==> config.mk <==
export PLATFORM = sky130hd
export DESIGN_NAME = clk_gen_ctrl
export DESIGN_NICKNAME = d
export VERILOG_FILES = /design/src/rtl/clk_gen_ctrl.sv
export SDC_FILE = /design/constraint.sdc
export NUM_CORES = 1
export LEC_CHECK = 0
export CAP_MARGIN = 20
export CORE_MARGIN = 4
export CORE_UTILIZATION = 57
export DETAILED_ROUTE_END_ITERATION = 12
export PLACE_DENSITY = 0.84
export SETUP_SLACK_MARGIN = 0.02
export SLEW_MARGIN = 20
export SYNTH_ARGS = -nofsm -noshare
export SYNTH_HDL_FRONTEND = slang
export SYNTH_SLANG_ARGS = --single-unit
==> constraint.sdc <==
create_clock -name clk -period 4.5 [get_ports clk]
set_input_delay 1.125 -clock clk [delete_from_list [all_inputs] [get_ports clk]]
set_output_delay 1.125 -clock clk [all_outputs]
set_load 0.02 [all_outputs]
==> src/rtl/clk_gen_ctrl.sv <==
// clk_gen_ctrl: NCH programmable clock dividers whose enable and ratio changes land on period boundaries
module clk_gen_ctrl #(
  parameter int NCH = 4,
  parameter int DW = 16,
  parameter int DEF_DIV = 4,
  localparam int CW = NCH > 1 ? $clog2(NCH) : 1
) (
  input  logic           clk,
  input  logic           rst_n,
  input  logic           cfg_we,
  input  logic [CW-1:0]  cfg_ch,
  input  logic [DW-1:0]  cfg_div,
  output logic           cfg_err,
  input  logic [NCH-1:0] en_req,
  output logic [NCH-1:0] clk_out,
  output logic [NCH-1:0] tick,
  output logic [NCH-1:0] running
);
  typedef enum logic [1:0] {IDLE, RUN, DRAIN} state_t;
  logic wr_ok;
  assign wr_ok = cfg_we && cfg_div >= DW'(2) && {1'b0, cfg_ch} < (CW+1)'(NCH);
  always_ff @(posedge clk or negedge rst_n)
    if (!rst_n) cfg_err <= 1'b0;
    else cfg_err <= cfg_we && !wr_ok;
  for (genvar c = 0; c < NCH; c++) begin : g_ch
    state_t st, st_n;
    logic [DW-1:0] cnt, cnt_n, div_cur, div_n, div_pend;
    logic pv, wrap, wr, co, tk, rn;
    always_comb begin
      wr = wr_ok && cfg_ch == CW'(c);
      wrap = st != IDLE && cnt == div_cur - 1'b1;
      st_n = (st == IDLE || wrap) ? (en_req[c] ? RUN : IDLE) : (en_req[c] ? st : DRAIN);
      cnt_n = (st == IDLE || wrap) ? '0 : cnt + 1'b1;
      div_n = (wrap && pv) ? div_pend : (wr && st == IDLE) ? cfg_div : div_cur;
    end
    // outputs are registered from next-state values so the first period appears one cycle after en_req
    always_ff @(posedge clk or negedge rst_n)
      if (!rst_n) begin
        st <= IDLE;
        cnt <= '0;
        div_cur <= DW'(DEF_DIV);
        div_pend <= DW'(DEF_DIV);
        pv <= 1'b0;
        co <= 1'b0;
        tk <= 1'b0;
        rn <= 1'b0;
      end else begin
        st <= st_n;
        cnt <= cnt_n;
        div_cur <= div_n;
        if (wr && st != IDLE) begin
          div_pend <= cfg_div;
          pv <= 1'b1;
        end else if (wrap) pv <= 1'b0;
        co <= st_n != IDLE && cnt_n < (div_n >> 1);
        tk <= st_n != IDLE && cnt_n == '0;
        rn <= st_n != IDLE;
      end
    assign clk_out[c] = co;
    assign tick[c] = tk;
    assign running[c] = rn;
  end
endmodule
==> flow_metrics.env, run 1 <==
export IMPL_status="finished with violations"
export IMPL_violations="setup timing"
export IMPL_slew_viol_final=0
export IMPL_post_route_cells_drive_above_1_share_pct=23.6
export IMPL_met1_length_um=15400
export IMPL_p_total_w=0.00914
export IMPL_detail_route_vias_per_cell=6.24
export IMPL_crit_end_element="flop"
export IMPL_worstSkewPairLatency_ns=0.53
export IMPL_synthCells=1481
export IMPL_die_height_um=165
export IMPL_post_route_util_pct=69.4
export IMPL_finalNetCount=1662
export IMPL_total_number_of_h_tree_levels=1
export IMPL_ys_warnings_count=0
export IMPL_startpoint_class_of_the_critical_path="flop"
export IMPL_setup_viol=2
export IMPL_met3_length_um=2970
export IMPL_hpwlAfterDp_um=27700
export IMPL_drc_errors=0
export IMPL_main_synth_ff_type="sky130_fd_sc_hd__dfrtp_1"
export IMPL_detail_route_met2_wl_um=19400
export IMPL_rows=57
export IMPL_final_fill_count=1660
export IMPL_area_growth_syn_to_layout_pct=19.6
export IMPL_num_io_pins=38
export IMPL_wire_per_inst_um=20.7
export IMPL_die_area_um2=27300
export IMPL_synth_avg_cell_area_um2=9.53
export IMPL_synth_edf_count=0
export IMPL_pnr_worst_setup_slack_ns=-0.172
export IMPL_initial_core_util_pct=58.0
export IMPL_design_core_area_um2=24300
export IMPL_dpl_instance_area_um2=15500
export IMPL_clkSlewWorstSetupHoldPaths_ns=0.06
export IMPL_post_synth_top_area_cell="sky130_fd_sc_hd__dfrtp_1"
export IMPL_fin_crit_sh_pct=104
export IMPL_yosys_register_bits=217
export IMPL_detail_route_first_pass_iterations=8
export IMPL_ant_nets=0
export IMPL_final_design_area_no_fill_um2=16900
export IMPL_synth_net_count=1570
export IMPL_routed_wl_um=39600
export IMPL_fin_worst_skew_ns=0.0172
export IMPL_data_required_time_at_the_worst_endpoint_ns=4.91
export IMPL_relSlewSlack_pct=56.8
export IMPL_overflow=0
export IMPL_cts_sinks=217
export IMPL_post_synth_num_cell_types=81
export IMPL_width_of_the_chip_um=165
export IMPL_hold_violations=0
export IMPL_number_of_clock_buffers_inserted_by_tritoncts=26
export IMPL_worst_pin_slew_ns=0.648
export IMPL_grt_start_max_net_pins=86
export IMPL_place_port_buffers=37
export IMPL_netlist_area_um2=14100
export IMPL_grtUsageTotal_pct=28.5
export IMPL_hold_path_class="flop to flop"
export IMPL_route_top_layer_used="met4"
export IMPL_irDropWorstVdd_mv=0.307
export IMPL_tritoncts="done"
export IMPL_rsz_0062_raised_after_global_routing="yes"
export IMPL_grt_pass1_wl_um=62000
export IMPL_cts_path_max_buffers=3
export IMPL_timing_critical_path_cells="or3_4 > or4_1 > a2111o_1 > a22o_1 > or4_4 > or4_4 > o211ai_1 > o21ai_1 > ha_1 > nand2_1 > or3_4 > nor3_4 > a221oi_2 > o221ai_2 > nor2_1 > mux2i_1 > nor3_2"
export IMPL_n_antenna_cell=0
export IMPL_via_count_of_the_first_global_routing_pass=11900
export IMPL_crit_path_top_delay_cell="sky130_fd_sc_hd__or4_4"
export IMPL_critPathArrivalTime_ns=5.09
export IMPL_place_gp_congestion=0.960
export IMPL_grt_antenna_before_repair=0
export IMPL_netlist_top_cells_area="sky130_fd_sc_hd__dfrtp_1 (37%), sky130_fd_sc_hd__mux2_2 (8.2%), sky130_fd_sc_hd__ha_1 (5.7%), sky130_fd_sc_hd__mux2i_1 (4.8%), sky130_fd_sc_hd__xnor2_1 (4.8%)"
export IMPL_static_leakage_power_nw=7.48
export IMPL_hold_ws_ns=0.490
export IMPL_ctsHoldBuffers=0
export IMPL_first_iter_violations=1118
export IMPL_vias=12000
export IMPL_power_density_nw_per_um2=542
export IMPL_synth_yosys_seq_area_share_pct=38.5
export IMPL_fin_crit_ns=4.67
export IMPL_critical_path_peak_fanout=7
export IMPL_crit_type="flop to flop"
export IMPL_drv_max_cap_violation_count=0
export IMPL_fmax_mhz=214
export IMPL_synthDominantCellAreaShare_pct=37.1
export IMPL_clock_tree_root_driver_cell="sky130_fd_sc_hd__clkbuf_16"
export IMPL_asyncSetResetFlopFracSynth_pct=100
export IMPL_critPathMaxStageDelay_ns=0.53
[cells in the mapped netlist (all sizes together) (3+ instances only)]
cell type / n
a211oi: 10
a21o: 32
a21oi: 47
a311oi: 3
a31oi: 16
a32oi: 3
and2: 4
and3: 29
and4: 5
buf: 31
clkbuf: 82
dfrtp: 209
dfstp: 8
ha: 64
inv: 66
mux2: 104
mux2i: 68
nand2: 73
nand2b: 12
nand3: 48
nand3b: 8
nand4: 23
nand4b: 4
nor2: 141
nor2b: 14
nor3: 36
nor3b: 4
nor4: 39
nor4b: 6
o211a: 3
o211ai: 9
o21a: 21
o21ai: 43
o221ai: 3
o31ai: 9
or2: 8
or3: 13
or3b: 3
or4: 11
xnor2: 77
xor2: 59
[power by group]
group          total, W  internal (W)  switching [W]
Combinational   0.00382       0.00181        0.00200
Sequential      0.00312       0.00253       0.000586
Clock           0.00221       0.00138       0.000832
Total           0.00914       0.00572        0.00342
[sequential cells by signal, indices dropped and copies added (netlist names)]
| register | flops |
|---|---|
| g_ch.div_cur | 64 |
| g_ch.rn | 4 |
| g_ch.tk | 4 |
| g_ch.div_pend | 64 |
| cfg_err | 1 |
| g_ch.st | 8 |
| g_ch.cnt | 64 |
| g_ch.co | 4 |
| g_ch.pv | 4 |
[cell type report]
cell class                 count  area [µm²]  share of cell area (%)
clock buffer                  39         791                    4.69
clock inverter                 7         116                   0.689
inverter                      66         248                    1.47
multi-input combinational   1085        8330                    49.4
sequential                   217        5440                    32.2
tap                          324         405                    2.40
timing repair buffer         177        1550                    9.16
[worst paths after layout]
check | from | endpoint | slack, ns | depth (start not counted)
min reg2reg | g_ch[0].st[0] | g_ch[0].st[0] | 0.49 | 2
max in group asynchronous | rst_n | g_ch[2].div_pend[6] | 2.98 | 2
max reg2reg | g_ch[0].div_cur[8] | g_ch[0].co | -0.17 | 17
min | g_ch[0].st[0] | g_ch[0].st[0] | 0.49 | 2
max | g_ch[0].div_cur[8] | g_ch[0].co | -0.17 | 17
min in group asynchronous | rst_n | g_ch[3].cnt[9] | 0.52 | 1
[timing repair]
action | in CTS | in global routing
endpoints found under the setup margin | 2 | 4
pin swaps | 13 | 23
setup buffers | 6 | 8
resized for setup | 18 | 52
cloned | 0 | 0
[routing by layer]
layer	global-route usage, %	vias up
met1	36.1	5813
met3	4.79	156
met5	0	-
met4	13.7	0
li1	-	5438
met2	47.5	545
[worst max-delay path, delay by kind of cell, from the launching register on]
| family | cells | cell delay [ns] |
|---|---|---|
| flip-flops | 1 | 0.37 |
| adder cells (fa/ha/maj) | 1 | 0.35 |
| AO/OA/AOI/OAI | 6 | 1.10 |
| multiplexers | 1 | 0.18 |
| AND/OR/NAND/NOR | 9 | 2.55 |
[cells by family after synthesis]
kind of cell	share of synthesized area, %
simple gates	18.0
compound gates	10.9
mux	13.1
fa+ha+maj	5.67
flops	38.5
xor+xnor	8.44
buf+inv	5.28
[layout by cell type (no fill, tap or decap), types with 6 or more instances in the layout]
cell type                         netlist  final
sky130_fd_sc_hd__clkdlybuf4s50_1        0     36
sky130_fd_sc_hd__and3_1                29     29
sky130_fd_sc_hd__mux2i_1               68     61
sky130_fd_sc_hd__nand3_1               48     47
sky130_fd_sc_hd__clkbuf_8               0      7
sky130_fd_sc_hd__nor4_2                 3      8
sky130_fd_sc_hd__xnor2_1               77     77
sky130_fd_sc_hd__nor2b_1               14     13
sky130_fd_sc_hd__nor2_1               141    139
sky130_fd_sc_hd__a31oi_1               16     16
sky130_fd_sc_hd__nand3b_1               8      8
sky130_fd_sc_hd__o31ai_1                8      8
sky130_fd_sc_hd__xor2_1                59     59
sky130_fd_sc_hd__o21a_1                21     21
sky130_fd_sc_hd__or3_1                 12     11
sky130_fd_sc_hd__nand2_1               73     68
sky130_fd_sc_hd__mux2_2               103    103
sky130_fd_sc_hd__nand4_1               23     23
sky130_fd_sc_hd__nor4_1                35     27
sky130_fd_sc_hd__o211ai_1               9      9
sky130_fd_sc_hd__or2_2                  7      7
sky130_fd_sc_hd__buf_4                 12    127
sky130_fd_sc_hd__inv_1                 66     66
sky130_fd_sc_hd__clkbuf_16              0     27
sky130_fd_sc_hd__dfrtp_1              209    209
sky130_fd_sc_hd__a211oi_1              10      9
sky130_fd_sc_hd__dfstp_2                8      8
sky130_fd_sc_hd__o21ai_1                1     10
sky130_fd_sc_hd__a21oi_1               47     43
sky130_fd_sc_hd__nor3_1                35     31
sky130_fd_sc_hd__nand2b_1              12     12
sky130_fd_sc_hd__a21o_1                32     32
sky130_fd_sc_hd__ha_1                  64     59
sky130_fd_sc_hd__o21ai_0               42     26
sky130_fd_sc_hd__buf_12                 0      8
sky130_fd_sc_hd__or4_4                  3      6
[metrics by stage]
| step | setup slack, ns | setup TNS (ns) | instances |
|---|---|---|---|
| global placement | -0.247 | -0.493 | 1855 |
| detailed placement | -0.445 | -1.31 | 1855 |
| global route | -0.344 | -0.899 | 1915 |
| CTS | -0.249 | -0.249 | 1907 |
| floorplan | 0.00239 | 0 | 1481 |
| finish | -0.172 | -0.295 | 1915 |
Power figures use the tool's default switching activity.
==> run 2, diff against run 1 <==
Settings changed: CORE_ASPECT_RATIO from default to 2, CTS_CLUSTER_DIAMETER from default to 40.
==> run 2 against run 1 <==
  * The run still ends with setup timing left
  * Sequential share of layout area down 0.63 points
  * Critical path depth increased by 2
  * Clock skew is 0.0014 ns higher
  * Flip-flop and latch count did not move
  * Core utilization up 1.1 points
  * Final cell count increased by 2.9%
  * Combinational power up 9.4%
  * Global-route usage rose by 2.4 points
  * Clock power is 13% lower
  * Critical endpoint is now g_ch[2].co
==> flow_metrics.env, run 2 (same netlist as run 1, synthesis figures left out) <==
export IMPL_status="finished with violations"
export IMPL_violations="setup timing"
export IMPL_ant_nets=0
export IMPL_fin_crit_sh_pct=111
export IMPL_setup_viol=4
export IMPL_finalNonFillerCells=1970
export IMPL_worst_pin_slew_ns=0.788
export IMPL_pnr_worst_setup_slack_ns=-0.481
export IMPL_wire_per_inst_um=22.9
export IMPL_tritoncts="done"
export IMPL_cts_sinks=217
export IMPL_hold_path_class="flop to flop"
export IMPL_grt_antenna_before_repair=1
export IMPL_total_switching_power_w=0.00365
export IMPL_relSlewSlack_pct=47.5
export IMPL_finalNetCount=1711
export IMPL_startpoint_class_of_the_critical_path="flop"
export IMPL_overflow=0
export IMPL_hold_violations=0
export IMPL_clock_tree_root_driver_cell="sky130_fd_sc_hd__clkbuf_16"
export IMPL_design_core_area_um2=24400
export IMPL_detail_route_vias_per_cell=6.44
export IMPL_grtUsageTotal_pct=30.9
export IMPL_top_registers="g_ch.cnt x64, g_ch.div_cur x64, g_ch.div_pend x64"
export IMPL_rows=81
export IMPL_switching_share_pct=39.8
export IMPL_place_ws_ns=-0.437
export IMPL_routed_wl_um=45100
export IMPL_final_common_cell="sky130_fd_sc_hd__dfrtp_1"
export IMPL_critPathArrivalTime_ns=5.45
export IMPL_rsz_0062_raised_after_global_routing="yes"
export IMPL_die_height_um=231
export IMPL_pwr_share_comb_pct=45.5
export IMPL_data_required_time_at_the_worst_endpoint_ns=4.97
export IMPL_critical_path_peak_fanout=3
export IMPL_power_density_nw_per_um2=533
export IMPL_place_gp_congestion=0.988
export IMPL_layout_cells_most_common_list="sky130_fd_sc_hd__dfrtp_1 (209), sky130_fd_sc_hd__buf_4 (178), sky130_fd_sc_hd__nor2_1 (132)"
export IMPL_power_internal_w=0.00553
export IMPL_clkSlewWorstSetupHoldPaths_ns=0.07
export IMPL_cts_path_max_buffers=3
export IMPL_slew_viol_final=0
export IMPL_seq_power_share_pct=33.5
export IMPL_static_leakage_power_nw=7.70
export IMPL_placed_cells=1900
export IMPL_worst_hold_startpoint="g_ch[1].pv"
export IMPL_initial_core_util_pct=57.8
export IMPL_grt_met1_usage_pct=31.2
export IMPL_die_area_um2=27500
export IMPL_grt_util_met3_pct=5.39
export IMPL_number_of_clock_buffers_inserted_by_tritoncts=22
export IMPL_n_antenna_cell=0
export IMPL_hpwlAfterDp_um=30100
export IMPL_worstSkewPairLatency_ns=0.54
export IMPL_area_growth_syn_to_layout_pct=22.0
export IMPL_first_iter_violations=1369
export IMPL_place_port_buffers=37
export IMPL_fin_crit_ns=4.98
export IMPL_via_count_of_the_first_global_routing_pass=13000
export IMPL_detail_route_first_pass_iterations=8
export IMPL_crit_type="flop to flop"
export IMPL_drc_errors=0
export IMPL_grt_start_max_net_pins=99
export IMPL_fmax_mhz=201
export IMPL_num_io_pins=38
export IMPL_vias=12700
export IMPL_clock_power_share_pct=21.0
export IMPL_source_of_the_worst_register_to_register_timing_path="g_ch[2].div_cur[4]"
export IMPL_total_number_of_h_tree_levels=1
export IMPL_busiest_layer="met2"
export IMPL_post_route_cells_drive_above_1_share_pct=27.2
export IMPL_grt_pass1_wl_um=67200
export IMPL_crit_end_element="flop"
export IMPL_met2_grt_util_pct=55.0
export IMPL_drv_max_cap_violation_count=0
export IMPL_worst_setup_path_startpoint="g_ch[2].div_cur[4]"
export IMPL_final_fill_count=1572
export IMPL_width_of_the_chip_um=119
export IMPL_fin_worst_skew_ns=0.0186
export IMPL_irDropWorstVdd_mv=0.391
[run 2: cell count changes in the layout (fill, tap and decap cells not counted), moves of 4 or more]
cell / delta
sky130_fd_sc_hd__a21oi_1: -4
sky130_fd_sc_hd__dlymetal6s2s_1: +6
sky130_fd_sc_hd__clkbuf_1: -4
sky130_fd_sc_hd__clkdlybuf4s50_1: -6
sky130_fd_sc_hd__clkbuf_8: -4
sky130_fd_sc_hd__a21oi_2: +4
sky130_fd_sc_hd__buf_4: +51
sky130_fd_sc_hd__nor2_2: +4
sky130_fd_sc_hd__clkbuf_16: -4
sky130_fd_sc_hd__inv_6: +5
sky130_fd_sc_hd__nor2_1: -7
[run 2: worst paths after layout]
kind	to	slack, ns	cells after the start
setup reg to reg	g_ch[2].co	-0.48	19
hold reg to reg	g_ch[1].pv	0.48	1
min in group asynchronous	g_ch[1].cnt[15]	0.58	1
setup / recovery	g_ch[2].co	-0.48	19
hold / removal	g_ch[1].pv	0.48	1
max in group asynchronous	g_ch[2].cnt[12]	2.82	2
[run 2: metrics by stage]
stage | power, W | hold WS (ns) | cell area [µm²] | utilization, % | TNS [ns]
5_1_grt | 0.00966 | 0.505 | 17200 | 70.5 | -1.49
4_1_cts | 0.00882 | 0.486 | 16700 | 68.5 | -0.267
6_report | 0.00918 | 0.483 | 17200 | 70.5 | -0.789
3_3_place_gp | 0.00659 | 0.465 | 15800 | 64.7 | -0.798
3_5_place_dp | 0.00678 | 0.466 | 15800 | 64.7 | -1.30
2_1_floorplan | 0.00531 | 0.449 | 14200 | - | 0
[run 2: final cells by class]
type                       count  area [µm²]  area share, %
inverter                      66         248           1.44
multi-input combinational   1085        8430           49.0
clock buffer                  27         621           3.60
tap                          332         415           2.41
timing repair buffer         230        1940           11.3
sequential                   217        5440           31.6
clock inverter                13         119          0.690
[run 2: repair_timing]
| action | CTS | global route |
|---|---|---|
| setup buffers | 8 | 21 |
| gates resized for setup | 25 | 75 |
| gates cloned | 0 | 1 |
| hold buffers | 0 | 0 |
| pin swaps | 8 | 30 |
| setup endpoints to repair | 4 | 4 |
[run 2: metal layers]
layer | vias up | part of all wire, %
met2 | 673 | 51
met1 | 6175 | 33
met5 | - | 0.044
li1 | 5546 | -
met4 | 2 | 9.4
met3 | 295 | 6.1
[run 2: worst max-delay path, stage by stage, from the launching register on]
cell and delay [ns]:
sky130_fd_sc_hd__dfrtp_1 0.38, sky130_fd_sc_hd__or4_4 0.57, sky130_fd_sc_hd__nor3_1 0.38, sky130_fd_sc_hd__mux2_2 0.40, sky130_fd_sc_hd__o21ai_0 0.57, sky130_fd_sc_hd__buf_4 0.24
sky130_fd_sc_hd__o41ai_4 0.10, sky130_fd_sc_hd__nor4_4 0.34, sky130_fd_sc_hd__buf_4 0.20, sky130_fd_sc_hd__buf_6 0.11, sky130_fd_sc_hd__mux2i_1 0.17, sky130_fd_sc_hd__buf_4 0.18
sky130_fd_sc_hd__ha_1 0.27, sky130_fd_sc_hd__a21o_1 0.18, sky130_fd_sc_hd__a21oi_2 0.13, sky130_fd_sc_hd__nor2b_1 0.05, sky130_fd_sc_hd__o211ai_1 0.15, sky130_fd_sc_hd__nand3_1 0.11
sky130_fd_sc_hd__a311oi_2 0.26, sky130_fd_sc_hd__buf_4 0.14
[run 2: power groups by stage]
stage / clock [W] / sequential, W / combinational [W]
2_1_floorplan: 0 / 0.00289 / 0.00242
3_3_place_gp: 0 / 0.00298 / 0.00360
3_5_place_dp: 0 / 0.00303 / 0.00375
4_1_cts: 0.00193 / 0.00302 / 0.00388
5_1_grt: 0.00200 / 0.00315 / 0.00451
6_report: 0.00192 / 0.00308 / 0.00418
==> run 3, diff against run 2 <==
Settings changed: CORE_ASPECT_RATIO 2 to default, SKIP_CTS_REPAIR_TIMING from default to 1.
==> run 3 against run 2 <==
  * The flow still finishes with violations (setup timing)
  * Final area grew 0.78%
  * Critical path depth down 2
  * Clock skew grew 0.00065 ns
  * First-iteration DRC count is 1.0% higher
  * Sequential share of layout area decreased by 0.23 points
  * Power up 7.3%
  * Core utilization is 0.86 points higher
  * Worst hold slack better by 0.0061 ns
  * Register-to-register slack gained 0.22 ns
  * Global-route usage shrank 2.1 points
  * Die area fell by 0.55%
  * Flip-flop and latch count unchanged
==> flow_metrics.env, run 3 (same netlist as run 1, synthesis figures left out) <==
export IMPL_finalNetCount=1680
export IMPL_rows=57
export IMPL_dpl_instance_area_um2=15500
export IMPL_tritoncts="done"
export IMPL_post_route_cells_drive_above_1_share_pct=25.6
export IMPL_p_total_w=0.00986
export IMPL_cts_path_max_buffers=3
export IMPL_worstSkewPairLatency_ns=0.52
export IMPL_crit_path_end="g_ch[0].co"
export IMPL_top_registers="g_ch.cnt x64, g_ch.div_cur x64, g_ch.div_pend x64"
export IMPL_final_design_area_no_fill_um2=17400
export IMPL_width_of_the_chip_um=165
export IMPL_crit_type="flop to flop"
export IMPL_die_area_um2=27300
export IMPL_routed_wl_um=42200
export IMPL_total_number_of_h_tree_levels=2
export IMPL_die_height_um=165
export IMPL_drc_errors=0
export IMPL_worst_pin_slew_ns=0.654
export IMPL_grt_antenna_before_repair=0
export IMPL_number_of_clock_buffers_inserted_by_tritoncts=37
export IMPL_drv_max_cap_violation_count=0
export IMPL_vias=12500
export IMPL_worst_setup_path_startpoint="g_ch[0].div_cur[8]"
export IMPL_met2_grt_util_pct=48.1
export IMPL_detail_route_first_pass_iterations=6
export IMPL_grt_util_met3_pct=6.50
export IMPL_detail_route_vias_per_cell=6.40
export IMPL_num_io_pins=38
export IMPL_critical_path_peak_fanout=9
export IMPL_busiest_layer="met2"
export IMPL_wire_per_inst_um=21.7
export IMPL_fin_crit_ns=4.76
export IMPL_hpwlAfterDp_um=27700
export IMPL_grt_met1_usage_pct=36.0
export IMPL_fin_worst_skew_ns=0.0193
export IMPL_hold_path_class="flop to flop"
export IMPL_critPathArrivalTime_ns=5.15
export IMPL_fmax_mhz=210
export IMPL_relSlewSlack_pct=56.4
export IMPL_violations="setup timing"
export IMPL_grt_start_max_net_pins=86
export IMPL_design_core_area_um2=24300
export IMPL_clock_tree_root_driver_cell="sky130_fd_sc_hd__clkbuf_16"
export IMPL_fin_crit_sh_pct=106
export IMPL_layout_cells_most_common_list="sky130_fd_sc_hd__dfrtp_1 (207), sky130_fd_sc_hd__nor2_1 (137), sky130_fd_sc_hd__buf_4 (132)"
export IMPL_initial_core_util_pct=58.0
export IMPL_cts_sinks=217
export IMPL_final_common_cell="sky130_fd_sc_hd__dfrtp_1"
export IMPL_r2r_worst_path_cells=17
export IMPL_crit_reg2reg_capture="g_ch[0].co"
export IMPL_irDropWorstVdd_mv=0.370
export IMPL_clkSlewWorstSetupHoldPaths_ns=0.06
export IMPL_startpoint_class_of_the_critical_path="flop"
export IMPL_overflow=0
export IMPL_rsz_0062_raised_after_global_routing="yes"
export IMPL_place_port_buffers=37
export IMPL_place_ws_ns=-0.445
export IMPL_pnr_worst_setup_slack_ns=-0.263
export IMPL_area_growth_syn_to_layout_pct=22.9
export IMPL_crit_end_element="flop"
export IMPL_power_density_nw_per_um2=568
export IMPL_timing_reg2reg_setup_slack_ns=-0.26
export IMPL_ant_nets=0
export IMPL_grtUsageTotal_pct=28.8
export IMPL_place_gp_congestion=0.960
export IMPL_status="finished with violations"
export IMPL_slew_viol_final=0
export IMPL_first_iter_violations=1383
export IMPL_setup_viol=1
export IMPL_via_count_of_the_first_global_routing_pass=12100
export IMPL_hold_depth=2
export IMPL_setup_tns_after_final_layout_ns=-0.263
export IMPL_source_of_the_worst_register_to_register_timing_path="g_ch[0].div_cur[8]"
export IMPL_grt_pass1_wl_um=62700
export IMPL_hold_violations=0
export IMPL_static_leakage_power_nw=7.71
export IMPL_data_required_time_at_the_worst_endpoint_ns=4.89
[run 3: cell count changes in the layout (fill, tap and decap cells not counted), sizes merged, moves of 3 or more]
cell           previous run  this run
clkinvlp                  0         5
buf                     193       147
clkbuf                   28        48
dlymetal6s2s              6         0
clkinv                    6        10
inv                      72        69
clkdlybuf4s50            30        36
[run 3: power by group]
| group | switching (W) | internal, W | total (W) |
|---|---|---|---|
| combinational | 0.00203 | 0.00180 | 0.00383 |
| clock | 0.00104 | 0.00186 | 0.00290 |
| sequential | 0.000594 | 0.00253 | 0.00313 |
[run 3: worst min path at each step]
stage | from | endpoint | slack [ns]
global route | g_ch[3].div_pend[4] | g_ch[3].div_pend[4] | 0.52
finish | g_ch[0].st[0] | g_ch[0].st[0] | 0.49
global placement | g_ch[1].pv | g_ch[1].pv | 0.46
CTS | g_ch[1].pv | g_ch[1].pv | 0.49
detailed placement | g_ch[1].pv | g_ch[1].pv | 0.47
floorplan | g_ch[1].pv | g_ch[1].pv | 0.45
[run 3: stage by stage]
stage,std cells,hold slack (ns),utilization (%)
floorplan,1481,0.449,-
global route,1944,0.519,71.3
CTS,1923,0.490,69.2
finish,1945,0.489,71.3
global placement,1855,0.461,63.9
detailed placement,1855,0.469,63.9
[run 3: critical path, stage by stage, from the launching register on]
cell and delay, ns:
sky130_fd_sc_hd__dfrtp_1 0.38, sky130_fd_sc_hd__or3_4 0.41, sky130_fd_sc_hd__or4_1 0.52, sky130_fd_sc_hd__a2111o_1 0.41, sky130_fd_sc_hd__a22o_1 0.20, sky130_fd_sc_hd__or4_4 0.42
sky130_fd_sc_hd__or4_4 0.54, sky130_fd_sc_hd__buf_12 0.19, sky130_fd_sc_hd__nand2_2 0.08, sky130_fd_sc_hd__o21ai_2 0.08, sky130_fd_sc_hd__ha_1 0.34, sky130_fd_sc_hd__nand2_2 0.07
sky130_fd_sc_hd__or3_4 0.36, sky130_fd_sc_hd__nor3_4 0.15, sky130_fd_sc_hd__nand2_1 0.14, sky130_fd_sc_hd__nor2_1 0.14, sky130_fd_sc_hd__mux2_4 0.18, sky130_fd_sc_hd__nor3_2 0.04
[run 3: layout make-up]
class / count / area (µm²)
Clock inverter: 21 / 221
Antenna cell: 1 / 2.50
Timing Repair Buffer: 184 / 1610
Multi-Input combinational cell: 1085 / 8350
Sequential cell: 217 / 5440
Inverter: 66 / 248
Tap cell: 324 / 405
Clock buffer: 47 / 1070
Fill cell: 1584 / 6970
[run 3: routing by layer]
| layer | vias to the layer above | share of wire (%) |
|---|---|---|
| li1 | 5487 | - |
| met1 | 6051 | 38 |
| met2 | 705 | 48 |
| met3 | 212 | 8.8 |
| met4 | 0 | 5.4 |
| met5 | - | 0 |
